File: src/rtl/ysyx_mem_arbiter_if.sv
// rtl/ysyx_mem_arbiter_if.sv - IFU/LSU request and shared memory bus bundle for ysyx_mem_arbiter.
// The master modport is the arbiter. The slave modport is the requesters and memory around it.
interface ysyx_mem_arbiter_if #(
  parameter int ADDR_W = 32,
  parameter int DATA_W = 32
);
  logic                  ifu_arvalid;
  logic [ADDR_W-1:0]     ifu_araddr;
  logic [DATA_W-1:0]     ifu_rdata;
  logic                  ifu_rvalid;

  logic                  lsu_arvalid;
  logic [ADDR_W-1:0]     lsu_araddr;
  logic                  lsu_awvalid;
  logic [ADDR_W-1:0]     lsu_awaddr;
  logic [DATA_W-1:0]     lsu_wdata;
  logic [DATA_W/8-1:0]   lsu_wstrb;
  logic [DATA_W-1:0]     lsu_rdata;
  logic                  lsu_rvalid;
  logic                  lsu_bvalid;

  logic                  mem_arvalid;
  logic [ADDR_W-1:0]     mem_araddr;
  logic                  mem_awvalid;
  logic [ADDR_W-1:0]     mem_awaddr;
  logic [DATA_W-1:0]     mem_wdata;
  logic [DATA_W/8-1:0]   mem_wstrb;
  logic [DATA_W-1:0]     mem_rdata;
  logic                  mem_rvalid;
  logic                  mem_bvalid;

  logic                  grant_lsu;

  modport master (
    input  ifu_arvalid, ifu_araddr,
    output ifu_rdata, ifu_rvalid,
    input  lsu_arvalid, lsu_araddr, lsu_awvalid, lsu_awaddr, lsu_wdata, lsu_wstrb,
    output lsu_rdata, lsu_rvalid, lsu_bvalid,
    output mem_arvalid, mem_araddr, mem_awvalid, mem_awaddr, mem_wdata, mem_wstrb,
    input  mem_rdata, mem_rvalid, mem_bvalid,
    output grant_lsu
  );

  modport slave (
    output ifu_arvalid, ifu_araddr,
    input  ifu_rdata, ifu_rvalid,
    output lsu_arvalid, lsu_araddr, lsu_awvalid, lsu_awaddr, lsu_wdata, lsu_wstrb,
    input  lsu_rdata, lsu_rvalid, lsu_bvalid,
    input  mem_arvalid, mem_araddr, mem_awvalid, mem_awaddr, mem_wdata, mem_wstrb,
    output mem_rdata, mem_rvalid, mem_bvalid,
    input  grant_lsu
  );
endinterface

File: src/rtl/ysyx_mem_arbiter.sv
// rtl/ysyx_mem_arbiter.sv - Whole-transaction arbiter sharing one memory port between IFU and LSU.
// YSYX_ARB_RR_EN selects round-robin on ties; without it the LSU always wins a tie.
module ysyx_mem_arbiter #(
  parameter int ADDR_W = 32,
  parameter int DATA_W = 32
) (
  input  logic               clk,
  input  logic               rst,
  ysyx_mem_arbiter_if.master bus
);
  localparam int STRB_W = DATA_W / 8;

  typedef enum logic [1:0] {
    IDLE   = 2'd0,
    RD_IFU = 2'd1,
    RD_LSU = 2'd2,
    WR_LSU = 2'd3
  } state_e;

  state_e              state_q, state_d;
  logic [ADDR_W-1:0]   araddr_q, araddr_d;
  logic [ADDR_W-1:0]   awaddr_q, awaddr_d;
  logic [DATA_W-1:0]   wdata_q, wdata_d;
  logic [STRB_W-1:0]   wstrb_q, wstrb_d;
  logic                last_lsu_q, last_lsu_d;

  logic                ifu_req;
  logic                lsu_req;
  logic                lsu_wins;

  assign ifu_req = bus.ifu_arvalid;
  assign lsu_req = bus.lsu_arvalid | bus.lsu_awvalid;

`ifdef YSYX_ARB_RR_EN
  // On a tie the port that did not win last time goes first.
  assign lsu_wins = lsu_req & (~ifu_req | ~last_lsu_q);
`else
  logic unused_last_lsu;
  assign unused_last_lsu = last_lsu_q;
  assign lsu_wins = lsu_req;
`endif

  always_comb begin
    state_d    = state_q;
    araddr_d   = araddr_q;
    awaddr_d   = awaddr_q;
    wdata_d    = wdata_q;
    wstrb_d    = wstrb_q;
    last_lsu_d = last_lsu_q;
    case (state_q)
      IDLE: begin
        if (lsu_wins) begin
          last_lsu_d = 1'b1;
          if (bus.lsu_awvalid) begin
            state_d  = WR_LSU;
            awaddr_d = bus.lsu_awaddr;
            wdata_d  = bus.lsu_wdata;
            wstrb_d  = bus.lsu_wstrb;
          end else begin
            state_d  = RD_LSU;
            araddr_d = bus.lsu_araddr;
          end
        end else if (ifu_req) begin
          last_lsu_d = 1'b0;
          state_d    = RD_IFU;
          araddr_d   = bus.ifu_araddr;
        end
      end
      RD_IFU, RD_LSU: begin
        if (bus.mem_rvalid) state_d = IDLE;
      end
      WR_LSU: begin
        if (bus.mem_bvalid) state_d = IDLE;
      end
      default: state_d = IDLE;
    endcase
  end

  always_ff @(posedge clk) begin
    if (rst) begin
      state_q    <= IDLE;
      araddr_q   <= '0;
      awaddr_q   <= '0;
      wdata_q    <= '0;
      wstrb_q    <= '0;
      last_lsu_q <= 1'b0;
    end else begin
      state_q    <= state_d;
      araddr_q   <= araddr_d;
      awaddr_q   <= awaddr_d;
      wdata_q    <= wdata_d;
      wstrb_q    <= wstrb_d;
      last_lsu_q <= last_lsu_d;
    end
  end

  // Request valids come straight from the state, so they drop on the same edge the response lands.
  assign bus.mem_arvalid = (state_q == RD_IFU) | (state_q == RD_LSU);
  assign bus.mem_awvalid = (state_q == WR_LSU);
  assign bus.mem_araddr  = araddr_q;
  assign bus.mem_awaddr  = awaddr_q;
  assign bus.mem_wdata   = wdata_q;
  assign bus.mem_wstrb   = wstrb_q;
  assign bus.grant_lsu   = (state_q == RD_LSU) | (state_q == WR_LSU);

  assign bus.ifu_rvalid  = bus.mem_rvalid & (state_q == RD_IFU);
  assign bus.lsu_rvalid  = bus.mem_rvalid & (state_q == RD_LSU);
  assign bus.lsu_bvalid  = bus.mem_bvalid & (state_q == WR_LSU);
  assign bus.ifu_rdata   = bus.mem_rdata;
  assign bus.lsu_rdata   = bus.mem_rdata;
endmodule

File: src/flat_wrapper.sv
// flat-port wrapper written by rule: the top's interface ports become plain ports
module ysyx_mem_arbiter_flat 
#(
  parameter int ADDR_W = 32,
  parameter int DATA_W = 32
)
  (clk, rst, bus_ifu_arvalid, bus_ifu_araddr, bus_ifu_rdata, bus_ifu_rvalid, bus_lsu_arvalid, bus_lsu_araddr, bus_lsu_awvalid, bus_lsu_awaddr, bus_lsu_wdata, bus_lsu_wstrb, bus_lsu_rdata, bus_lsu_rvalid, bus_lsu_bvalid, bus_mem_arvalid, bus_mem_araddr, bus_mem_awvalid, bus_mem_awaddr, bus_mem_wdata, bus_mem_wstrb, bus_mem_rdata, bus_mem_rvalid, bus_mem_bvalid, bus_grant_lsu);
  ysyx_mem_arbiter_if #(.ADDR_W(ADDR_W), .DATA_W(DATA_W)) bus_i ();
  input  logic clk;
  input  logic rst;
  input wire logic [$bits(bus_i.ifu_arvalid)-1:0] bus_ifu_arvalid;
  input wire logic [$bits(bus_i.ifu_araddr)-1:0] bus_ifu_araddr;
  output wire logic [$bits(bus_i.ifu_rdata)-1:0] bus_ifu_rdata;
  output wire logic [$bits(bus_i.ifu_rvalid)-1:0] bus_ifu_rvalid;
  input wire logic [$bits(bus_i.lsu_arvalid)-1:0] bus_lsu_arvalid;
  input wire logic [$bits(bus_i.lsu_araddr)-1:0] bus_lsu_araddr;
  input wire logic [$bits(bus_i.lsu_awvalid)-1:0] bus_lsu_awvalid;
  input wire logic [$bits(bus_i.lsu_awaddr)-1:0] bus_lsu_awaddr;
  input wire logic [$bits(bus_i.lsu_wdata)-1:0] bus_lsu_wdata;
  input wire logic [$bits(bus_i.lsu_wstrb)-1:0] bus_lsu_wstrb;
  output wire logic [$bits(bus_i.lsu_rdata)-1:0] bus_lsu_rdata;
  output wire logic [$bits(bus_i.lsu_rvalid)-1:0] bus_lsu_rvalid;
  output wire logic [$bits(bus_i.lsu_bvalid)-1:0] bus_lsu_bvalid;
  output wire logic [$bits(bus_i.mem_arvalid)-1:0] bus_mem_arvalid;
  output wire logic [$bits(bus_i.mem_araddr)-1:0] bus_mem_araddr;
  output wire logic [$bits(bus_i.mem_awvalid)-1:0] bus_mem_awvalid;
  output wire logic [$bits(bus_i.mem_awaddr)-1:0] bus_mem_awaddr;
  output wire logic [$bits(bus_i.mem_wdata)-1:0] bus_mem_wdata;
  output wire logic [$bits(bus_i.mem_wstrb)-1:0] bus_mem_wstrb;
  input wire logic [$bits(bus_i.mem_rdata)-1:0] bus_mem_rdata;
  input wire logic [$bits(bus_i.mem_rvalid)-1:0] bus_mem_rvalid;
  input wire logic [$bits(bus_i.mem_bvalid)-1:0] bus_mem_bvalid;
  output wire logic [$bits(bus_i.grant_lsu)-1:0] bus_grant_lsu;
  assign bus_i.ifu_arvalid = bus_ifu_arvalid;
  assign bus_i.ifu_araddr = bus_ifu_araddr;
  assign bus_ifu_rdata = bus_i.ifu_rdata;
  assign bus_ifu_rvalid = bus_i.ifu_rvalid;
  assign bus_i.lsu_arvalid = bus_lsu_arvalid;
  assign bus_i.lsu_araddr = bus_lsu_araddr;
  assign bus_i.lsu_awvalid = bus_lsu_awvalid;
  assign bus_i.lsu_awaddr = bus_lsu_awaddr;
  assign bus_i.lsu_wdata = bus_lsu_wdata;
  assign bus_i.lsu_wstrb = bus_lsu_wstrb;
  assign bus_lsu_rdata = bus_i.lsu_rdata;
  assign bus_lsu_rvalid = bus_i.lsu_rvalid;
  assign bus_lsu_bvalid = bus_i.lsu_bvalid;
  assign bus_mem_arvalid = bus_i.mem_arvalid;
  assign bus_mem_araddr = bus_i.mem_araddr;
  assign bus_mem_awvalid = bus_i.mem_awvalid;
  assign bus_mem_awaddr = bus_i.mem_awaddr;
  assign bus_mem_wdata = bus_i.mem_wdata;
  assign bus_mem_wstrb = bus_i.mem_wstrb;
  assign bus_i.mem_rdata = bus_mem_rdata;
  assign bus_i.mem_rvalid = bus_mem_rvalid;
  assign bus_i.mem_bvalid = bus_mem_bvalid;
  assign bus_grant_lsu = bus_i.grant_lsu;
  ysyx_mem_arbiter #(.ADDR_W(ADDR_W), .DATA_W(DATA_W)) u_core (.clk(clk), .rst(rst), .bus(bus_i));
endmodule
File: config.mk
export PLATFORM = sky130hd
export DESIGN_NAME = ysyx_mem_arbiter_flat
export DESIGN_NICKNAME = d
export VERILOG_FILES = /design/src/rtl/ysyx_mem_arbiter_if.sv /design/src/rtl/ysyx_mem_arbiter.sv /design/src/flat_wrapper.sv
export SDC_FILE = /design/constraint.sdc
export NUM_CORES = 1
export LEC_CHECK = 0
export ABC_CLOCK_PERIOD_IN_PS = 2200
export BUFFER_PORTS_ARGS = -buffer_cell sky130_fd_sc_hd__clkbuf_2
export CORE_AREA = 2 2 131 133
export DETAILED_ROUTE_END_ITERATION = 7
export DIE_AREA = 0 0 133 135
export PLACE_DENSITY = 0.6
export SETUP_SLACK_MARGIN = 0.02
export SYNTH_ARGS = -nofsm -noshare
export SYNTH_HDL_FRONTEND = slang
export SYNTH_SLANG_ARGS = --single-unit
File: constraint.sdc
create_clock -name clk -period 2.2 [get_ports clk]
set_input_delay 0.11 -clock clk [delete_from_list [all_inputs] [get_ports clk]]
set_output_delay 0.11 -clock clk [all_outputs]
set_load 0.02 [all_outputs]
==> impl_results.md, run 1 <==
* Status: completed
* Reg-to-reg slack, setup at roughly 0.24 ns
* Final hold vios at 0
* Yosys top cell area share at 43.7%
* HP Class: input pin to flop
* WL/cell at 13.3 um
* Maximum VDD drop at 0.000424 V
* Drt first pass iters at 4
* CTS clk-pin slew, worst paths at 0.07 ns
* Vias at 4452
* Root buffer cell: clkbuf_16
* Pre-CTS setup slack at 0.226 ns
* 1st-iter DRT viols at around 130
* Overall routing resource usage at between 10% and 20%
* Dominant cells by area after synthesis: dfxtp_1 44%, nand2_1 16%, a21oi_1 11%
* Crit path to: u_core.bus.mem_araddr[20]
* Crit-path max FO at 22
* Die height at 135 um
* CP startpoint kind: flop
* Mapped Cells at 571
* Max-slew headroom at about 58%
* PD cells at 1070 mW/mm^2
* Syn_area_per_cell at between 8 and 9 um^2
* Num CTS Buffers at 9
* Area of the mapped netlist at 0.00467 mm^2
* Crit end category: flop
* CTS tree: built
* Min Tclk post-route at 1.96 ns
* RR Startpoint: u_core.state_q[0]
* Crit Path Class: flop to flop
* Area of the core at 0.0164 mm^2
* Area delta synth->final at 40.5%
* Power Internal at around 4.3 mW
* I/O pin count at about 340
* RR Endpoint: u_core.bus.mem_araddr[20]
* Yosys top cell by area: dfxtp_1
* Yosys reg bits at between 100 and 150
* Final Cycle Share at 89.0%
* Max Clock Freq at approximately 500 MHz
* Comb power frac at 41.0%
* Fin util at 40.0%
* # port buffers at 244
* Clock skew at just over 0.007 ns
* Worst Tran Pin Value at 0.630 ns
* Clock Sink Count at just over 100
* Row Count at 47
* Vias in the first global route at 4413
* Number of setup violations in the final report at 0
* Syn Nets at 746
* RSZ-0062 raised after global routing: false
* Post-CTS Resized at 0
* Sw Ratio at 39.1%
* RD Place Congestion at approximately 0.73
* Worst Setup SP: u_core.state_q[0]
* Die X-Extent at between 100 and 150 um
* Fraction of layout cells with a size suffix above 1 at 38.2%
* Max-cap violation count at 0
* R2R depth at 6
* CP arrival at 2.21 ns
* # DRC at 0
* Final wirelength at around 14000 um
* Worst-Skew Late Latency at ~0.34 ns
* Unique masters post-synth at 25
* Gr ovfl total at 0
* Antenna Nets Post-Route at 0
* Largest net degree at the start of global routing at 69
* Leak at 2.97 nW
* Clk buf depth at 2
* Switching component of the power at 2.73 mW
* Final net count at ~970
* Initial Utilization at 28.5%
* Clock share of power at 23.2%
* Diode count at 0
* Synth warnings at 0
* Total die area at between 0.015 and 0.02 mm^2
* Sequential fraction of design power at 35.8%
* Worst Setup Slack, final at 0.241 ns
* Post-DR vias/cell at 4.37
* Register area share after synthesis at 43.7%
* Worst EP required at 2.46 ns
* H-tree depth at 3
* HPWL after DPL at 9210 um
* Max-slew violation count at 0
* Initial antenna violation count at 0
* Sum Neg Setup Slack at 0 ns
* First-pass GRT wire length at 21700 um
[timing repair]
action / CTS / global route
hold buffers: 67 / 0
hold endpoints to repair: 66 / 0
buffers inserted: 0 / 0
[logic make-up after synthesis]
| logic type | synth area share (%) |
|---|---|
| and+or+nand+nor | 18.3 |
| muxes | 0.429 |
| DFF | 43.7 |
| adders and majority gates | 1.07 |
| AOI/OAI and AO/OA | 21.0 |
| buffers and inverters | 15.5 |
[metrics by stage]
step / cells / power [mW] / area [um^2] / hold slack [ns]
finish: 1018 / 6.99 / 6560 / 0.0186
global route: 1018 / 7.46 / 6560 / 0.0104
CTS: 1018 / 7.08 / 6560 / 0.00211
detailed placement: 935 / 5.34 / 5590 / 0.220
global placement: 935 / 5.32 / 5590 / 0.220
floorplan: 571 / 4.61 / 4670 / 0.246
[cell usage in the layout, fill, tap and decap left out, types with 2 or more instances in the layout]
cell type | netlist | routed
a21oi_1 | 100 | 100
a311oi_1 | 2 | 2
a311oi_2 | 30 | 30
and2_1 | 4 | 3
buf_12 | 0 | 4
buf_4 | 65 | 6
clkbuf_16 | 0 | 9
clkbuf_2 | 1 | 243
clkinvlp_4 | 0 | 2
dfxtp_1 | 102 | 102
dlygate4sd3_1 | 0 | 67
ha_1 | 4 | 4
inv_1 | 4 | 4
mux2i_1 | 2 | 2
nand2_1 | 201 | 200
nand2b_1 | 2 | 2
nand3b_1 | 2 | 2
or2_2 | 2 | 2
[area by class of cell]
cell class,instances,area (um^2)
well taps,220,275
clock inverters,5,58.8
inverters,4,15.0
flip-flops and latches,102,2040
repair buffers,320,2010
fillers,1648,9850
multi-input cells,356,1910
clock buffers,11,243
[power by group through the flow]
stage | Clock (mW) | Combinational (mW) | Sequential [mW]
finish | 1.62 | 2.87 | 2.50
global route | 1.76 | 3.14 | 2.55
CTS | 1.69 | 2.90 | 2.50
detailed placement | 0 | 2.80 | 2.54
global placement | 0 | 2.78 | 2.53
floorplan | 0 | 1.60 | 3.01
[state kept, by name (all words and copies together), names as in the netlist]
name,count
u_core.bus.mem_awaddr,32
u_core.bus.mem_wdata,32
u_core.bus.mem_wstrb,4
u_core.state_q,2
u_core.bus.mem_araddr,32
[critical path: stages, from the launching register on]
cell and delay [ns]:
dfxtp_1 0.34, inv_1 0.08, ha_1 0.23, nor2b_2 0.49, buf_4 0.35, a21oi_1 0.12, a311oi_2 0.25
[synth_stat cells]
library cell,n
buf_8,3
nor2b_1,1
or2_1,1
a222oi_1,1
nand2_1,201
buf_1,4
a311oi_1,2
mux2i_1,2
clkbuf_1,25
ha_1,4
a311oi_2,30
inv_1,4
clkbuf_2,1
nor2_1,2
a21oi_1,100
nand2b_1,2
dfxtp_1,102
buf_4,65
and2_1,4
buf_6,1
buf_2,10
and2_4,1
or2_2,2
nand3b_1,2
or2b_1,1
[metal layers]
layer / track usage, % / up-vias / wire (um)
li1: - / 2264 / -
met4: 5.26 / 0 / 243
met5: 0 / - / 0
met3: 5.11 / 24 / 1070
met2: 25.2 / 189 / 6510
met1: 17.5 / 1975 / 5700
[worst min path at each step]
| stage | from | end | slack, ns | depth (start not counted) |
|---|---|---|---|---|
| finish | bus_lsu_wdata[22] | u_core.bus.mem_wdata[22] | 0.02 | 3 |
| floorplan | bus_lsu_awaddr[0] | u_core.bus.mem_awaddr[0] | 0.25 | 2 |
| global route | bus_lsu_wdata[19] | u_core.bus.mem_wdata[19] | 0.01 | 3 |
| CTS | bus_lsu_wdata[19] | u_core.bus.mem_wdata[19] | 0.002 | 3 |
| detailed placement | bus_mem_rdata[20] | bus_ifu_rdata[20] | 0.22 | 0 |
| global placement | bus_mem_rdata[20] | bus_ifu_rdata[20] | 0.22 | 0 |
No activity file was read; power rests on OpenSTA's default activity.
==> run 2: changes to the inputs <==
--- a/config.mk
+++ b/config.mk
@@ -5,6 +5,7 @@
 export SDC_FILE = /design/constraint.sdc
 export NUM_CORES = 1
 export LEC_CHECK = 0
+export ABC_AREA = 1
 export ABC_CLOCK_PERIOD_IN_PS = 2200
 export BUFFER_PORTS_ARGS = -buffer_cell sky130_fd_sc_hd__clkbuf_2
 export CORE_AREA = 2 2 131 133
==> impl_results.md, run 2 <==
* Status: completed
* Total die area at 0.0180 mm^2 (unchanged)
* Vias in the first global route at 4159 (-5.8%)
* Root buffer cell: clkbuf_16
* CTS clk-pin slew, worst paths at 0.07 ns (about the same)
* 1st-iter DRT viols at 155 (+22%)
* Die height at 135 um (unchanged)
* Clock share of power at 24.7% (+1.5 points)
* Sw Ratio at 39.4% (+0.25 points)
* Hold EP: u_core.bus.mem_awaddr[17]
* Synth warnings at 0 (unchanged)
* I/O pin count at 341 (unchanged)
* Drt first pass iters at 4 (unchanged)
* Comb power frac at 37.6% (-3.4 points)
* Overall routing resource usage at 14.0% (-0.85 points)
* Worst Setup Slack, final at 0.621 ns (+0.380 ns)
* Reg-to-reg slack, setup at 0.71 ns (+0.47 ns)
* Leading cell type in the layout, fill and taps excluded: clkbuf_2
* CP startpoint kind: flop
* Pre-CTS setup slack at 0.740 ns (+0.514 ns)
* Sum Neg Setup Slack at 0 ns (unchanged)
* Maximum VDD drop at 0.000471 V (+11%)
* Syn Nets at 817 (+9.5%)
* HP Class: input pin to flop
* Area of the core at 0.0164 mm^2 (unchanged)
* PD cells at 1160 mW/mm^2 (+8.5%)
* RR Startpoint: u_core.state_q[0]
* Final hold vios at 0 (unchanged)
* Crit-path max FO at 3 (-86%)
* Clock Sink Count at 102 (unchanged)
* Hold path depth at 3 (unchanged)
* # port buffers at 244 (unchanged)
* Commonest cells after routing, fill and taps aside: 244 x clkbuf_2, 203 x nor2_1, 109 x nand2_1, 102 x dfxtp_1, 87 x o21ai_0
* Worst Tran Pin Value at 0.547 ns (-0.0832 ns)
* Most used DFF post-synth: dfxtp_1
* Final Cycle Share at 71.8% (-17 points)
* CP arrival at 1.47 ns (-0.74 ns)
* Number of enable flip-flop cells after synthesis at 0 (unchanged)
* Num CTS Buffers at 9 (unchanged)
* Post-DR vias/cell at 4.22 (-3.6%)
* Switching component of the power at 2.68 mW (-1.9%)
* Total power draw at 6.81 mW (-2.5%)
* Worst-Skew Late Latency at 0.34 ns (about the same)
* Max-slew headroom at 63.5% (+5.5 points)
* Fraction of layout cells with a size suffix above 1 at 33.4% (-4.8 points)
* Unique masters post-synth at 20 (-20%)
* Initial Utilization at 27.6% (-0.82 points)
* Max-cap violation count at 0 (unchanged)
* RD Place Congestion at 0.758 (+3.7%)
* Power Internal at 4.13 mW (-2.9%)
* Yosys top cell area share at 45.0% (+1.3 points)
* Worst EP required at 2.09 ns (-0.37 ns)
* Crit end category: primary output
* Max-slew violation count at 0 (unchanged)
* Diode count at 0 (unchanged)
* Row Count at 47 (unchanged)
* Gr ovfl total at 0 (unchanged)
* Final net count at 990 (+2.3%)
* Mapped Cells at 642 (+12%)
* Worst Hold Launch: bus_lsu_awaddr[17]
* Max Clock Freq at 634 MHz (+24%)
* R2R depth at 7 (+1)
* Antenna Nets Post-Route at 0 (unchanged)
* RR Endpoint: u_core.bus.mem_awaddr[6]
* Top cells by count, synth: 203 x nor2_1, 109 x nand2_1, 102 x dfxtp_1, 87 x o21ai_0, 65 x buf_4
* Sequential fraction of design power at 37.7% (+1.9 points)
* Initial antenna violation count at 0 (unchanged)
* Clk buf depth at 2 (unchanged)
* Number of setup violations in the final report at 0 (unchanged)
* Dominant cells by area after synthesis: dfxtp_1 45%, nor2_1 17%, buf_4 11%
* Crit Path Class: flop to primary output
* Register area share after synthesis at 45.0% (+1.3 points)
* Most common cell in the synthesized netlist: nor2_1
* Async SR Flop Fraction at 0% (unchanged)
* Largest net degree at the start of global routing at 103 (+49%)
* Area of the mapped netlist at 0.00453 mm^2 (-2.9%)
* RSZ-0062 raised after global routing: false
* H-tree depth at 3 (unchanged)
* CTS tree: built
* HPWL after DPL at 9000 um (-2.3%)
* Min Tclk post-route at 1.58 ns (-0.380 ns)
* Area delta synth->final at 30.0%
* # DRC at 0 (unchanged)
* Yosys reg bits at 102 (unchanged)
* First-pass GRT wire length at 20300 um (-6.2%)
* Final wirelength at 12800 um (-5.4%)
* Leak at 3.09 nW (+4.2%)
* Die X-Extent at 133 um (unchanged)
* WL/cell at 12.3 um (-7.4%)
* Clock skew at 0.00644 ns (-0.000621 ns)
* Syn_area_per_cell at 7.06 um^2 (-14%)
* Vias at 4384 (-1.5%)
* Yosys top cell by area: dfxtp_1
==> run 2: cell count changes after synthesis, sizes merged, moves of 2 or more <==
cell	before	now
a21oi	100	2
a311oi	32	0
and2	5	0
buf	83	86
clkbuf	26	15
inv	4	14
mux2i	2	0
nand2	201	110
nand2b	2	0
nand3	0	3
nand3b	2	0
nor2	2	204
o21ai	0	100
or2	3	1
==> run 2: cell type report <==
cell class	instances	area, um^2
Fill cell	1765	10500
Sequential cell	102	2040
Multi-Input combinational cell	425	1780
Timing Repair Buffer	263	1430
Tap cell	220	275
Clock buffer	10	239
Clock inverter	6	77.6
Inverter	14	52.6
==> run 2: critical path: stages (launching register included) <==
cell and delay (ns):
dfxtp_1 0.36, inv_1 0.08, ha_1 0.22, or2_2 0.30
clkbuf_2 0.16
==> run 2: power groups by stage <==
stage | Clock [mW] | Sequential [mW] | Combinational [mW]
4_1_cts | 1.76 | 2.57 | 2.60
3_5_place_dp | 0 | 2.61 | 2.57
5_1_grt | 1.81 | 2.62 | 2.86
2_1_floorplan | 0 | 3.15 | 1.30
6_report | 1.68 | 2.57 | 2.56
3_3_place_gp | 0 | 2.60 | 2.57
==> run 2: stage by stage <==
| stage | area, um^2 | cells | utilization [%] | hold slack [ns] |
|---|---|---|---|---|
| floorplan | 4530 | 642 | - | 0.258 |
| global placement | 5460 | 1012 | 33.3 | 0.220 |
| detailed placement | 5460 | 1012 | 33.3 | 0.220 |
| CTS | 5890 | 1040 | 35.9 | 0.0000482 |
| global route | 5890 | 1040 | 35.9 | 0.0218 |
| finish | 5890 | 1040 | 35.9 | 0.0179 |
==> run 2: worst max path at each step <==
stage	startpoint	endpoint	slack, ns	cells after the start
3_5_place_dp	u_core.state_q[0]	u_core.bus.mem_awaddr[14]	0.74	7
5_1_grt	u_core.state_q[0]	u_core.bus.mem_araddr[1]	0.53	7
2_1_floorplan	u_core.state_q[0]	u_core.bus.mem_wdata[24]	0.85	7
4_1_cts	u_core.state_q[0]	bus_grant_lsu	0.61	4
6_report	u_core.state_q[0]	bus_grant_lsu	0.62	4
3_3_place_gp	u_core.state_q[0]	u_core.bus.mem_awaddr[12]	0.77	6
==> run 2: cells by family (layout without fill, tap and decap cells) <==
kind of cell	after synthesis	count (layout)	share of synthesized area (%)
adder cells (fa/ha/maj)	4	4	1.10
buffers and inverters	115	293	15.8
AND/OR/NAND/NOR	318	318	26.6
flip-flops	102	102	45.0
AO/OA/AOI/OAI	103	103	11.5
==> run 2: repair_timing <==
item / CTS / global route
hold endpoints to repair: 12 / 0
setup buffers: 0 / 0
hold buffers: 12 / 0
gates resized for setup: 0 / 0
==> run 2: metal layers <==
metal	track usage (%)	part of all wire, %	up-vias
met2	22.9	45	186
met4	7.83	3.7	0
met5	0	0	-
met3	3.83	7.9	42
met1	16.7	43	1876
li1	-	-	2280
